## src/rtl/stream_demux_pkg.sv

```systemverilog
// Shared definitions for the stream_demux4 1-to-4 registered demultiplexer.
// Select encoding matches the ALU result multiplexer: 00=M, 01=J, 10=L, 11=K.
package stream_demux_pkg;

  localparam logic [1:0] SEL_M = 2'b00;
  localparam logic [1:0] SEL_J = 2'b01;
  localparam logic [1:0] SEL_L = 2'b10;
  localparam logic [1:0] SEL_K = 2'b11;

  localparam int unsigned WIDTH_DEF = 8;
  localparam int unsigned CNT_W_DEF = 8;

  typedef enum logic {
    CH_EMPTY = 1'b0,
    CH_FULL  = 1'b1
  } chan_state_e;

  // One-hot channel vector, bit index equal to the select code.
  function automatic logic [3:0] sel_onehot(input logic [1:0] sel);
    return 4'b0001 << sel;
  endfunction

endpackage

```

## src/rtl/stream_demux4_chan_reg.sv

```systemverilog
// One-entry holding register with valid/ready handshake for one demux channel.
// Optional macro STREAM_DEMUX_CNT_EN adds a wrapping load counter; without it
// the cnt output is tied to zero and no counter flops exist.
module demux_chan_reg
  import stream_demux_pkg::*;
#(
  parameter int unsigned WIDTH = WIDTH_DEF,
  parameter int unsigned CNT_W = CNT_W_DEF
) (
  input  logic             clk,
  input  logic             rst_n,
  input  logic             load,
  input  logic [WIDTH-1:0] ld_data,
  input  logic             ready,
  output logic [WIDTH-1:0] data,
  output logic             valid,
  output logic             free,
  output logic [CNT_W-1:0] cnt
);

  chan_state_e      state_q, state_d;
  logic [WIDTH-1:0] data_q, data_d;

  // Next state: load wins over drain, so a drain+load keeps the slot full.
  always_comb begin
    state_d = state_q;
    data_d  = data_q;
    unique case (state_q)
      CH_EMPTY: begin
        if (load) begin
          state_d = CH_FULL;
          data_d  = ld_data;
        end
      end
      CH_FULL: begin
        if (load) begin
          data_d = ld_data;
        end else if (ready) begin
          state_d = CH_EMPTY;
        end
      end
      default: state_d = CH_EMPTY;
    endcase
  end

  // State and payload registers.
  always_ff @(posedge clk) begin
    if (!rst_n) begin
      state_q <= CH_EMPTY;
      data_q  <= '0;
    end else begin
      state_q <= state_d;
      data_q  <= data_d;
    end
  end

  assign valid = (state_q == CH_FULL);
  assign data  = data_q;
  assign free  = !valid || ready;

`ifdef STREAM_DEMUX_CNT_EN
  logic [CNT_W-1:0] cnt_q, cnt_d;

  // Transfer counter, wraps naturally at 2^CNT_W.
  always_comb begin
    cnt_d = cnt_q;
    if (load) begin
      cnt_d = cnt_q + 1'b1;
    end
  end

  always_ff @(posedge clk) begin
    if (!rst_n) begin
      cnt_q <= '0;
    end else begin
      cnt_q <= cnt_d;
    end
  end

  assign cnt = cnt_q;
`else
  assign cnt = '0;
`endif

endmodule

```

## src/rtl/stream_demux4.sv

```systemverilog
// stream_demux4: 8-bit 1-to-4 registered stream demultiplexer, channels J/K/L/M.
// Optional macro STREAM_DEMUX_CNT_EN enables per-channel transfer counters.
module stream_demux4
  import stream_demux_pkg::*;
#(
  parameter int unsigned WIDTH = WIDTH_DEF,
  parameter int unsigned CNT_W = CNT_W_DEF
) (
  input  logic             clk,
  input  logic             rst_n,
  input  logic [WIDTH-1:0] in_data,
  input  logic [1:0]       in_sel,
  input  logic             in_valid,
  output logic             in_ready,
  output logic [WIDTH-1:0] j_data,
  output logic [WIDTH-1:0] k_data,
  output logic [WIDTH-1:0] l_data,
  output logic [WIDTH-1:0] m_data,
  output logic             j_valid,
  output logic             k_valid,
  output logic             l_valid,
  output logic             m_valid,
  input  logic             j_ready,
  input  logic             k_ready,
  input  logic             l_ready,
  input  logic             m_ready,
  output logic [CNT_W-1:0] j_cnt,
  output logic [CNT_W-1:0] k_cnt,
  output logic [CNT_W-1:0] l_cnt,
  output logic [CNT_W-1:0] m_cnt
);

  logic [3:0]       load_vec;
  logic [3:0]       free_vec;
  logic [3:0]       ready_vec;
  logic [3:0]       valid_vec;
  logic [WIDTH-1:0] data_arr [4];
  logic [CNT_W-1:0] cnt_arr  [4];

  // Gather downstream readies into select-code order.
  always_comb begin
    ready_vec        = '0;
    ready_vec[SEL_M] = m_ready;
    ready_vec[SEL_J] = j_ready;
    ready_vec[SEL_L] = l_ready;
    ready_vec[SEL_K] = k_ready;
  end

  assign in_ready = free_vec[in_sel];

  // One-hot load strobe to the addressed channel on an accepted offer.
  always_comb begin
    load_vec = '0;
    if (in_valid && in_ready) begin
      load_vec = sel_onehot(in_sel);
    end
  end

  for (genvar i = 0; i < 4; i++) begin : g_chan
    demux_chan_reg #(
      .WIDTH (WIDTH),
      .CNT_W (CNT_W)
    ) u_chan (
      .clk     (clk),
      .rst_n   (rst_n),
      .load    (load_vec[i]),
      .ld_data (in_data),
      .ready   (ready_vec[i]),
      .data    (data_arr[i]),
      .valid   (valid_vec[i]),
      .free    (free_vec[i]),
      .cnt     (cnt_arr[i])
    );
  end

  assign m_data  = data_arr[SEL_M];
  assign j_data  = data_arr[SEL_J];
  assign l_data  = data_arr[SEL_L];
  assign k_data  = data_arr[SEL_K];
  assign m_valid = valid_vec[SEL_M];
  assign j_valid = valid_vec[SEL_J];
  assign l_valid = valid_vec[SEL_L];
  assign k_valid = valid_vec[SEL_K];
  assign m_cnt   = cnt_arr[SEL_M];
  assign j_cnt   = cnt_arr[SEL_J];
  assign l_cnt   = cnt_arr[SEL_L];
  assign k_cnt   = cnt_arr[SEL_K];

endmodule

```

## config.mk

```make
export PLATFORM = sky130hd
export DESIGN_NAME = stream_demux4
export DESIGN_NICKNAME = d
export VERILOG_FILES = /design/src/rtl/stream_demux_pkg.sv /design/src/rtl/stream_demux4_chan_reg.sv /design/src/rtl/stream_demux4.sv
export SDC_FILE = /design/constraint.sdc
export NUM_CORES = 1
export LEC_CHECK = 0
export CAP_MARGIN = 20
export CORE_MARGIN = 2
export CORE_UTILIZATION = 42
export DETAILED_ROUTE_END_ITERATION = 10
export HOLD_SLACK_MARGIN = 0.1
export PLACE_DENSITY = 0.89
export SLEW_MARGIN = 10
export SYNTH_ARGS = -nofsm -noshare
export SYNTH_HDL_FRONTEND = slang
export SYNTH_SLANG_ARGS = --single-unit
```

## constraint.sdc

```tcl
create_clock -name clk -period 1.8 [get_ports clk]
set_input_delay 0.36 -clock clk [delete_from_list [all_inputs] [get_ports clk]]
set_output_delay 0.36 -clock clk [all_outputs]
set_load 0.05 [all_outputs]
```

==> impl_metrics.json, run 1 <==
{
  "viasPerCell": 4.36,
  "yosysSeqAreaShare": 0.441,
  "die_w_um": 66.4,
  "fin_crit_sh": 0.981,
  "yosys.area_share.simple": 0.142,
  "port_buffers": 53,
  "core_area_sq_mm": 0.00369,
  "synth_top_area_share": 0.441,
  "cap_violations": 0,
  "synth-adder-area-share": 0,
  "place_area_sq_mm": 0.00202,
  "n_fill_cell": 360,
  "place.gp.congestion": 0.682,
  "area_delta_synth_final_pct": 32.5,
  "clock-sinks": 36,
  "antenna_found_initial": 0,
  "ys_ff_latch": 36,
  "hold_start": "g_chan[2].u_chan.data[2]$_SDFFE_PN0P_",
  "finalHoldViolCount": 0,
  "ys_types": 18,
  "crit_path_end_kind": "primary output",
  "cts_buffers": 5,
  "r2r_cells": 5,
  "rsz0062_at_grt": "false",
  "arrival_ps": 1410,
  "synth_compound_area_frac": 0.0184,
  "cpMaxStageDelayCell": "mux4_2",
  "clkSlewWorstSetupHoldPaths_ps": 70,
  "layout.nets": 244,
  "startpoint": "k_ready",
  "grt_max_degree": 45,
  "critPathRequiredTime_ps": 1440,
  "die_area_sq_mm": 0.00441,
  "design_area_sq_mm": 0.00217,
  "layout-drive-gt1-share": 0.272,
  "antenna_cells": 0,
  "die_h_um": 66.4,
  "hpwl_mm": 2.35,
  "drc": 0,
  "synth_top_cell_by_area": "dfxtp_1",
  "vias": 1203,
  "hold_buffers": 0,
  "netlist_area_sq_mm": 0.00163,
  "worstPathCellList": "dlygate4sd2_1 > nand2b_4 > mux4_2 > buf_8",
  "syn_inst": 168,
  "crit_fanout": 2,
  "peakVddDrop_mv": 0.473,
  "cp_slowest_stage_delay_ps": 490,
  "cts_buffer_depth": 2,
  "tns_ps": 0,
  "max_freq_mhz": 567,
  "outcome": "completed",
  "drt_iter0_markers": 30,
  "finalMaxSlewViolations": 0,
  "hold_ws_ps": 459,
  "ys_warn_count": 0,
  "synth-xor-area-share": 0,
  "setup_viol": 0,
  "r2r-start": "g_chan[0].u_chan.valid$_SDFF_PN0_",
  "gr-usage-all-layers": 0.156,
  "powerDensity_mw_per_mm2": 909,
  "hold_depth": 2,
  "path_class": "primary input to primary output",
  "clk_latency_ps": 280,
  "rows": 22,
  "fin_util": 0.587,
  "synthMuxAreaShare": 0.210,
  "grt.overflow.total": 0,
  "leakage_nw": 1.01,
  "io_pins": 86,
  "grt_pass1_vias": 1077,
  "skew_ps": 3.25,
  "synth_top_family_by_area": "multiplexers",
  "r2r_slack_ps": 670,
  "avgSynthCellArea_sq_um": 9.73,
  "wire_per_inst_um": 12.0,
  "clockRootBuffer": "clkbuf_8",
  "cp-start-kind": "primary input",
  "start_util": 0.443,
  "hp-class": "flip-flop to flip-flop",
  "ant_nets": 0,
  "first_pass_iters": 4,
  "cts_tree": "built",
  "period_needed_ps": 1770,
  "routed_wl_mm": 3.30,
  "grt_pass1_wl_mm": 5.07,
  "synthTopCellsByArea": "dfxtp_1, mux2i_1, buf_4",
  "h-tree-depth": 2
}
## synthesized netlist by cell type (all sizes together)
master and n:
nand3b 1, nand3 1, nor2b 3, and3 1
clkbuf 2, nor3 1, mux2i 32, mux4 1
a21boi 3, buf 39, nand2b 4, conb 1
nand2 42, o21a 1, dfxtp 36
## power by group
group	switching (W)	total [W]	internal, W
sequential	0.0000165	0.000841	0.000825
combinational	0.000321	0.000432	0.000111
clock	0.000287	0.000696	0.000410
## cell families after synthesis
kind of cell,Yosys count
simple gates,53
buf+inv,41
mux,33
compound gates,4
flops,36
other cells,1
## placed cells by master, fill, tap and decap left out
| master | count |
|---|---|
| buf_4 | 44 |
| nand2_1 | 42 |
| dfxtp_1 | 35 |
| mux2i_1 | 32 |
| conb_1 | 32 |
| clkdlybuf4s50_1 | 11 |
| clkbuf_8 | 5 |
| dlygate4sd2_1 | 5 |
| nand2b_4 | 3 |
| a21boi_0 | 3 |
| nor2b_1 | 2 |
| nand2b_1 | 1 |
| mux4_2 | 1 |
| nor3_2 | 1 |
| o21a_1 | 1 |
| nand3_1 | 1 |
| nor2b_2 | 1 |
| and3_4 | 1 |
| nand3b_1 | 1 |
| clkinv_2 | 1 |
| clkinvlp_4 | 1 |
| bufinv_16 | 1 |
| dfxtp_2 | 1 |
| buf_12 | 1 |
| buf_8 | 1 |
## what timing repair did
item | CTS | global route
gates resized for setup | 10 | 1
buffers inserted | 1 | 0
endpoints found under the hold margin | 0 | 0
setup endpoints to repair | 1 | 1
gates cloned | 0 | 0
## path summary, 6_finish.rpt
check,end
max,in_ready
min,g_chan[2].u_chan.data[2]$_SDFFE_PN0P_
max reg2reg,g_chan[0].u_chan.data[3]$_SDFFE_PN0P_
min reg2reg,g_chan[2].u_chan.data[2]$_SDFFE_PN0P_
## state kept, by name, summed over array words and instances, names as in the netlist
register and cells:
g_chan.u_chan.valid 4, g_chan.u_chan.data 32
## area by class of cell
| class | instances | area, sq um | share of cell area |
|---|---|---|---|
| timing repair buffer | 62 | 519 | 0.240 |
| tap | 48 | 60.1 | 0.0277 |
| sequential | 36 | 722 | 0.333 |
| multi-input combinational | 122 | 753 | 0.348 |
| clock buffer | 5 | 68.8 | 0.0318 |
| clock inverter | 3 | 42.5 | 0.0196 |
## layer usage
layer | track usage | wire length, um | part of all wire | up-vias
met4 | 0.0663 | 34 | 0.010 | 0
li1 | - | - | - | 596
met5 | 0 | 0 | 0 | -
met2 | 0.270 | 1680 | 0.51 | 47
met1 | 0.179 | 1380 | 0.42 | 556
met3 | 0.0409 | 205 | 0.062 | 4
## per-stage QoR
stage          instances  power [W]  setup WS (ps)
2_1_floorplan        199    0.00124           57.5
3_3_place_gp         267    0.00128           -152
3_5_place_dp         267    0.00129           -174
4_1_cts              276    0.00198           26.6
5_1_grt              276    0.00204           13.1
6_report             276    0.00197           35.0
## worst max-delay path: cells and delay by family
| kind | cells | cell delay (ps) |
|---|---|---|
| buf+inv | 2 | 410 |
| simple gates | 1 | 140 |
| mux | 1 | 490 |
Power figures use the tool's default switching activity.
==> run 2, diff against run 1 <==
--- a/config.mk
+++ b/config.mk
@@ -9,7 +9,7 @@
 export CORE_MARGIN = 2
 export CORE_UTILIZATION = 42
 export DETAILED_ROUTE_END_ITERATION = 10
-export HOLD_SLACK_MARGIN = 0.1
+export HOLD_SLACK_MARGIN = 0.15
 export PLACE_DENSITY = 0.89
 export SLEW_MARGIN = 10
 export SYNTH_ARGS = -nofsm -noshare
==> results of run 2 <==
No change in the layout: final DEF, timing and power equal those of run 1.
==> run 3, diff against run 2 <==
--- a/config.mk
+++ b/config.mk
@@ -11,7 +11,7 @@
 export DETAILED_ROUTE_END_ITERATION = 10
 export HOLD_SLACK_MARGIN = 0.15
 export PLACE_DENSITY = 0.89
-export SLEW_MARGIN = 10
+export SLEW_MARGIN = 20
 export SYNTH_ARGS = -nofsm -noshare
 export SYNTH_HDL_FRONTEND = slang
 export SYNTH_SLANG_ARGS = --single-unit
==> results of run 3 <==
No change in the layout: final DEF, timing and power equal those of run 1.
